**config.mk**
```make
export PLATFORM = sky130hd
export DESIGN_NAME = capped_accumulator
export DESIGN_NICKNAME = d
export VERILOG_FILES = /design/src/rtl/capped_accumulator_pkg.sv /design/src/rtl/capped_accumulator_add_core.sv /design/src/rtl/capped_accumulator.sv
export SDC_FILE = /design/constraint.sdc
export NUM_CORES = 1
export LEC_CHECK = 0
export ABC_AREA = 1
export ABC_CLOCK_PERIOD_IN_PS = 10340
export CAP_MARGIN = 20
export CELL_PAD_IN_SITES_DETAIL_PLACEMENT = 1
export CELL_PAD_IN_SITES_GLOBAL_PLACEMENT = 1
export CORE_AREA = 2 2 152 154
export CTS_CLUSTER_SIZE = 8
export DETAILED_ROUTE_END_ITERATION = 8
export DIE_AREA = 0 0 154 156
export DONT_BUFFER_PORTS = 1
export HOLD_SLACK_MARGIN = 0.08
export PLACE_DENSITY = 0.88
export REMOVE_ABC_BUFFERS = 1
export SYNTH_ARGS = -nofsm -noshare
export SYNTH_HDL_FRONTEND = slang
export SYNTH_HIERARCHICAL = 1
export SYNTH_SLANG_ARGS = --single-unit
```
**constraint.sdc**
```tcl
create_clock -name clk -period 10.34 [get_ports clk]
set_input_delay 1.034 -clock clk [delete_from_list [all_inputs] [get_ports clk]]
set_output_delay 1.034 -clock clk [all_outputs]
set_load 0.02 [all_outputs]
```
**src/rtl/capped_accumulator_pkg.sv**
```systemverilog
// Shared definitions for the capped accumulator: command encodings and
// saturation-limit helpers used by the adder core.
package capped_pkg;

    // Widest accumulator the saturation helpers can describe.
    localparam int MAXW = 64;

    // Command opcodes carried on in_op.
    typedef enum logic [1:0] {
        OP_ACC   = 2'b00,
        OP_LOAD  = 2'b01,
        OP_CLEAR = 2'b10,
        OP_READ  = 2'b11
    } op_e;

    // Largest positive two's-complement value of a w-bit word (0x7F..F), zero-extended.
    function automatic logic [MAXW-1:0] sat_max(input int w);
        return (64'd1 << (w - 1)) - 64'd1;
    endfunction

    // Most negative two's-complement value of a w-bit word (0x80..0), zero-extended.
    function automatic logic [MAXW-1:0] sat_min(input int w);
        return 64'd1 << (w - 1);
    endfunction

endpackage

```
**src/rtl/capped_accumulator_add_core.sv**
```systemverilog
// Combinational signed adder with an extra guard bit. Reports overflow in
// either direction and either clamps to the signed limits or wraps.
module capped_add_core
    import capped_pkg::*;
#(
    parameter int BITWIDTH = 32
) (
    input  logic [BITWIDTH-1:0] a,
    input  logic [BITWIDTH-1:0] b,
    input  logic                sat_en,
    output logic [BITWIDTH-1:0] sum,
    output logic                ovf
);

    localparam logic [BITWIDTH-1:0] MAX_V = BITWIDTH'(sat_max(BITWIDTH));
    localparam logic [BITWIDTH-1:0] MIN_V = BITWIDTH'(sat_min(BITWIDTH));

    logic [BITWIDTH:0] ext_sum_s;
    logic              pos_ovf_s;
    logic              neg_ovf_s;

    // Sign-extend both operands by one bit so the top two bits expose overflow.
    assign ext_sum_s = {a[BITWIDTH-1], a} + {b[BITWIDTH-1], b};
    assign pos_ovf_s = (ext_sum_s[BITWIDTH:BITWIDTH-1] == 2'b01);
    assign neg_ovf_s = (ext_sum_s[BITWIDTH:BITWIDTH-1] == 2'b10);

    // Select clamped or wrapped result; overflow is flagged in both modes.
    always_comb begin
        sum = ext_sum_s[BITWIDTH-1:0];
        ovf = pos_ovf_s | neg_ovf_s;
        if (sat_en && pos_ovf_s) begin
            sum = MAX_V;
        end else if (sat_en && neg_ovf_s) begin
            sum = MIN_V;
        end else begin
            sum = ext_sum_s[BITWIDTH-1:0];
        end
    end

endmodule

```
**src/rtl/capped_accumulator.sv**
```systemverilog
// Multi-channel signed accumulator. Each accepted command updates one
// channel and produces a registered result on a valid/ready port, with
// per-channel sticky overflow flags.
module capped_accumulator
    import capped_pkg::*;
#(
    parameter  int BITWIDTH = 32,
    parameter  int NCH      = 4,
    localparam int CHW      = $clog2(NCH)
) (
    input  logic                clk,
    input  logic                rst,
    input  logic                in_valid,
    output logic                in_ready,
    input  logic [CHW-1:0]      in_ch,
    input  logic [1:0]          in_op,
    input  logic [BITWIDTH-1:0] in_data,
    input  logic                sat_en,
    output logic                out_valid,
    input  logic                out_ready,
    output logic [CHW-1:0]      out_ch,
    output logic [BITWIDTH-1:0] out_data,
    output logic                out_ovf,
    output logic                out_err,
    output logic [NCH-1:0]      sat_sticky,
    input  logic [NCH-1:0]      sticky_clr
);

    localparam logic [CHW:0] NCH_W = (CHW + 1)'(NCH);

    logic [BITWIDTH-1:0] acc_r [NCH];
    logic                out_valid_r;
    logic [CHW-1:0]      out_ch_r;
    logic [BITWIDTH-1:0] out_data_r;
    logic                out_ovf_r;
    logic                out_err_r;
    logic [NCH-1:0]      sticky_r;

    logic                accept_s;
    logic                legal_s;
    logic [BITWIDTH-1:0] cur_s;
    logic [BITWIDTH-1:0] add_sum_s;
    logic                add_ovf_s;
    logic [BITWIDTH-1:0] res_s;
    logic                res_ovf_s;
    logic                res_err_s;
    logic                we_s;
    logic [NCH-1:0]      sticky_set_s;

    // A new command may enter whenever the output slot is empty or draining this cycle.
    assign in_ready = !rst && (!out_valid_r || out_ready);
    assign accept_s = in_valid && in_ready;
    assign legal_s  = ({1'b0, in_ch} < NCH_W);

    assign out_valid  = out_valid_r;
    assign out_ch     = out_ch_r;
    assign out_data   = out_data_r;
    assign out_ovf    = out_ovf_r;
    assign out_err    = out_err_r;
    assign sat_sticky = sticky_r;

    // Read the addressed channel; illegal indices read as zero.
    always_comb begin
        cur_s = {BITWIDTH{1'b0}};
        for (int i = 0; i < NCH; i++) begin
            cur_s = (in_ch == CHW'(i)) ? acc_r[i] : cur_s;
        end
    end

    capped_add_core #(
        .BITWIDTH (BITWIDTH)
    ) u_add_core (
        .a      (cur_s),
        .b      (in_data),
        .sat_en (sat_en),
        .sum    (add_sum_s),
        .ovf    (add_ovf_s)
    );

    // Decode the command into the new channel value, write enable and status bits.
    always_comb begin
        res_s     = {BITWIDTH{1'b0}};
        res_ovf_s = 1'b0;
        res_err_s = 1'b0;
        we_s      = 1'b0;
        if (!legal_s) begin
            res_err_s = 1'b1;
        end else begin
            case (in_op)
                OP_ACC: begin
                    res_s     = add_sum_s;
                    res_ovf_s = add_ovf_s;
                    we_s      = 1'b1;
                end
                OP_LOAD: begin
                    res_s = in_data;
                    we_s  = 1'b1;
                end
                OP_CLEAR: begin
                    res_s = {BITWIDTH{1'b0}};
                    we_s  = 1'b1;
                end
                OP_READ: begin
                    res_s = cur_s;
                end
                default: begin
                    res_s = cur_s;
                end
            endcase
        end
    end

    // One-hot sticky set for the channel that overflowed on this accept.
    always_comb begin
        sticky_set_s = {NCH{1'b0}};
        for (int i = 0; i < NCH; i++) begin
            sticky_set_s[i] = accept_s && res_ovf_s && (in_ch == CHW'(i));
        end
    end

    // Channel register array: written on the accept edge of ACC/LOAD/CLEAR.
    always_ff @(posedge clk or posedge rst) begin
        if (rst) begin
            for (int i = 0; i < NCH; i++) begin
                acc_r[i] <= {BITWIDTH{1'b0}};
            end
        end else begin
            for (int i = 0; i < NCH; i++) begin
                if (accept_s && we_s && (in_ch == CHW'(i))) begin
                    acc_r[i] <= res_s;
                end
            end
        end
    end

    // Output register stage: load on accept, empty on transfer, hold while stalled.
    always_ff @(posedge clk or posedge rst) begin
        if (rst) begin
            out_valid_r <= 1'b0;
            out_ch_r    <= {CHW{1'b0}};
            out_data_r  <= {BITWIDTH{1'b0}};
            out_ovf_r   <= 1'b0;
            out_err_r   <= 1'b0;
        end else if (accept_s) begin
            out_valid_r <= 1'b1;
            out_ch_r    <= in_ch;
            out_data_r  <= res_s;
            out_ovf_r   <= res_ovf_s;
            out_err_r   <= res_err_s;
        end else if (out_ready) begin
            out_valid_r <= 1'b0;
        end
    end

    // Sticky overflow flags: clear strobes apply first so a same-edge set wins.
    always_ff @(posedge clk or posedge rst) begin
        if (rst) begin
            sticky_r <= {NCH{1'b0}};
        end else begin
            sticky_r <= (sticky_r & ~sticky_clr) | sticky_set_s;
        end
    end

endmodule
```
==> flow_summary.toml <==
[timing]
tns_ns = 0
fin_worst_skew_ns = 0.0100
fin_ws_ns = 4.72
max_freq_mhz = 178
hold_slack_ns = 0.476
grt_setup_unrepaired = "no"
fin_crit_ns = 5.62
slew_headroom = 0.349
setup_violations = 0
slew_violations = 0
period_share = 0.544
hold_violations = 0
tightest_slew_ns = 0.976

[worst_setup_path]
slowest_delay_ns = 0.73
cp.arrival_ns = 6.00
cp_common_cell = "nand2_1"
worstSetupPathType = "in2reg"
end_kind = "flop"
cp_num_buf_inv = 6
cp.required_ns = 10.71
crit_family = "simple AND/OR/NAND/NOR gates"
path_max_fanout = 34
critPathLaunchType = "input port"
crit_slowest_cell = "nor2_4"

[logic_synthesis]
synth_top_family_by_area = "simple AND/OR/NAND/NOR gates"
avgSynthCellArea_um2 = 6.48
synth_compound_area_frac = 0.0437
yosysUniqueCellTypes = 39
synth-seq-cells = 168
synthesis.area_um2 = 11000
synth_xor_area_frac = 0.00159
postSynthCellCount = 1702
synth_fa_ha_area_frac = 0.0404
synthMuxAreaShare = 0
yosysWarnings = 6
ys_seq_area_frac = 0.381
yosys.area_share.simple = 0.445

[cts]
cts_setup_buffers = 0
clk_latency_ns = 0.45
clock_sinks = 168
clk_pin_slew_ns = 0.06
cts-hold-fix-buffers = 0
cts_made_buffers = 17
cts_resized = 0
cts_buffer_depth = 2
cts_root_buf = "clkbuf_16"
h-tree-depth = 4
cts_tree = "yes"

[grt]
grt_pass1_vias = 11200
gr-total-overflow = 0
track_usage = 0.306
grt_pass1_wl_um = 58000
grt_start_max_net_pins = 103
antenna_found_initial = 0

[placement]
placed_cells = 1931
place.gp.congestion = 0.982
hpwl_um = 23300
dp_slack_ns = 4.40
place_area_um2 = 11100
port_buffers = 0

[flow_run]
drv_cap = 0

[power]
p_leak_nw = 6.89
power_density_nw_per_um2 = 198
irDropWorstVdd_mv = 0.102

[floorplanning]
die_area_um2 = 24000
io_pins = 87
start_util = 0.493
die_y_um = 156
coreArea_um2 = 22400
die_w_um = 154
rows = 55

[finish]
seqCellArea_um2 = 4200
nNetsFinal = 1746
fillers = 3027
multiInputGateArea_um2 = 5860
diodes = 0
final_area_um2 = 11800
drive_gt1_frac = 0.0751
stdcell_count = 1963
syn_to_final_growth_pct = 6.69

[drt]
drt_wl_total_um = 35200
vias_per_cell = 5.43
drt_iter0_markers = 580
wl_per_cell_um = 17.9
drc_errors = 0
firstDrtPassIters = 5
vias = 10700
postRouteAntennaNets = 0

[worst_hold_path]
hp-class = "reg2reg"

[run_status]
status = "finished clean"
-- cells in the final DEF, fill, tap and decap left out, types with 17 or more instances in the layout --
cell,synthesis,final
or2_1,21,21
nand3_2,26,26
nand2_2,32,32
o21ai_0,34,34
nor2_1,48,48
nand3_1,101,101
clkbuf_16,0,17
a21oi_1,33,33
inv_1,165,164
nand2_1,918,918
dfrtp_1,168,168
ha_1,34,34
-- per-stage QoR --
stage           util  total power, W
6_report       0.526         0.00233
5_1_grt        0.526         0.00249
4_1_cts        0.525         0.00234
3_5_place_dp   0.498         0.00164
3_3_place_gp   0.498         0.00161
2_1_floorplan      -         0.00144
-- sequential cells by signal, summed over array words and instances (netlist names) --
| signal | count |
|---|---|
| out_ovf | 1 |
| acc_r | 128 |
| out_ch | 2 |
| sat_sticky | 4 |
| out_valid | 1 |
| out_data | 32 |
-- metal layers --
layer	wire length [um]	global-route usage
met1	15500	0.396
met2	17000	0.517
met3	1960	0.0569
met4	758	0.105
met5	0	0
-- tightest hold or removal path: stages (launching register included) --
cell	delay [ns]
dfrtp_1	0.34
nand2_1	0.06
nand2_1	0.05
-- report_power, final --
part,switching [W],total (W),internal (W)
clock network,0.000291,0.000686,0.000395
registers,0.000123,0.000928,0.000805
logic,0.000477,0.000719,0.000242
-- synth_stat cells, drive strengths merged --
master / n / area share
conb: 1 / 0.00034
xor2: 1 / 0.00079
o21bai: 6 / 0.0041
o211ai: 1 / 0.00068
nand2: 950 / 0.33
xnor2: 1 / 0.00079
nand3: 127 / 0.069
a21o: 2 / 0.0014
and2: 2 / 0.0012
fa: 1 / 0.0018
o22ai: 4 / 0.0023
o21ai: 39 / 0.019
inv: 172 / 0.059
or2: 32 / 0.018
ha: 34 / 0.039
clkbuf: 28 / 0.0098
a21oi: 35 / 0.017
nor3: 3 / 0.0018
buf: 36 / 0.020
nand4: 3 / 0.0017
dfrtp: 168 / 0.38
nand3b: 2 / 0.0014
nor2: 54 / 0.021
-- path summary, 6_finish.rpt --
kind	from	depth (start not counted)	slack, ns	end
max	in_ch[1]	32	4.72	acc_r[78]$_DFFE_PP0P_
min	acc_r[53]$_DFFE_PP0P_	2	0.48	acc_r[53]$_DFFE_PP0P_
max reg2reg	acc_r[64]$_DFFE_PP0P_	31	5.79	acc_r[78]$_DFFE_PP0P_
min reg2reg	acc_r[53]$_DFFE_PP0P_	2	0.48	acc_r[53]$_DFFE_PP0P_
max in group asynchronous	rst	2	8.27	acc_r[97]$_DFFE_PP0P_
min in group asynchronous	rst	1	0.62	acc_r[56]$_DFFE_PP0P_
-- logic make-up (layout without fill, tap and decap cells) --
kind of cell,count (synthesis),count (layout)
DFF,168,168
buffers and inverters,236,212
and+or+nand+nor,1173,1173
AOI/OAI and AO/OA,87,87
adders and majority gates,35,35
xor gates and xnor gates,2,2
other,1,1
-- layout make-up --
cell class	count	share of cell area
Timing Repair Buffer	9	0.00744
Inverter	172	0.0553
Clock inverter	12	0.0138
Tap cell	285	0.0303
Sequential cell	168	0.357
Multi-Input combinational cell	1298	0.498
Clock buffer	19	0.0385
Power figures use the tool's default switching activity.
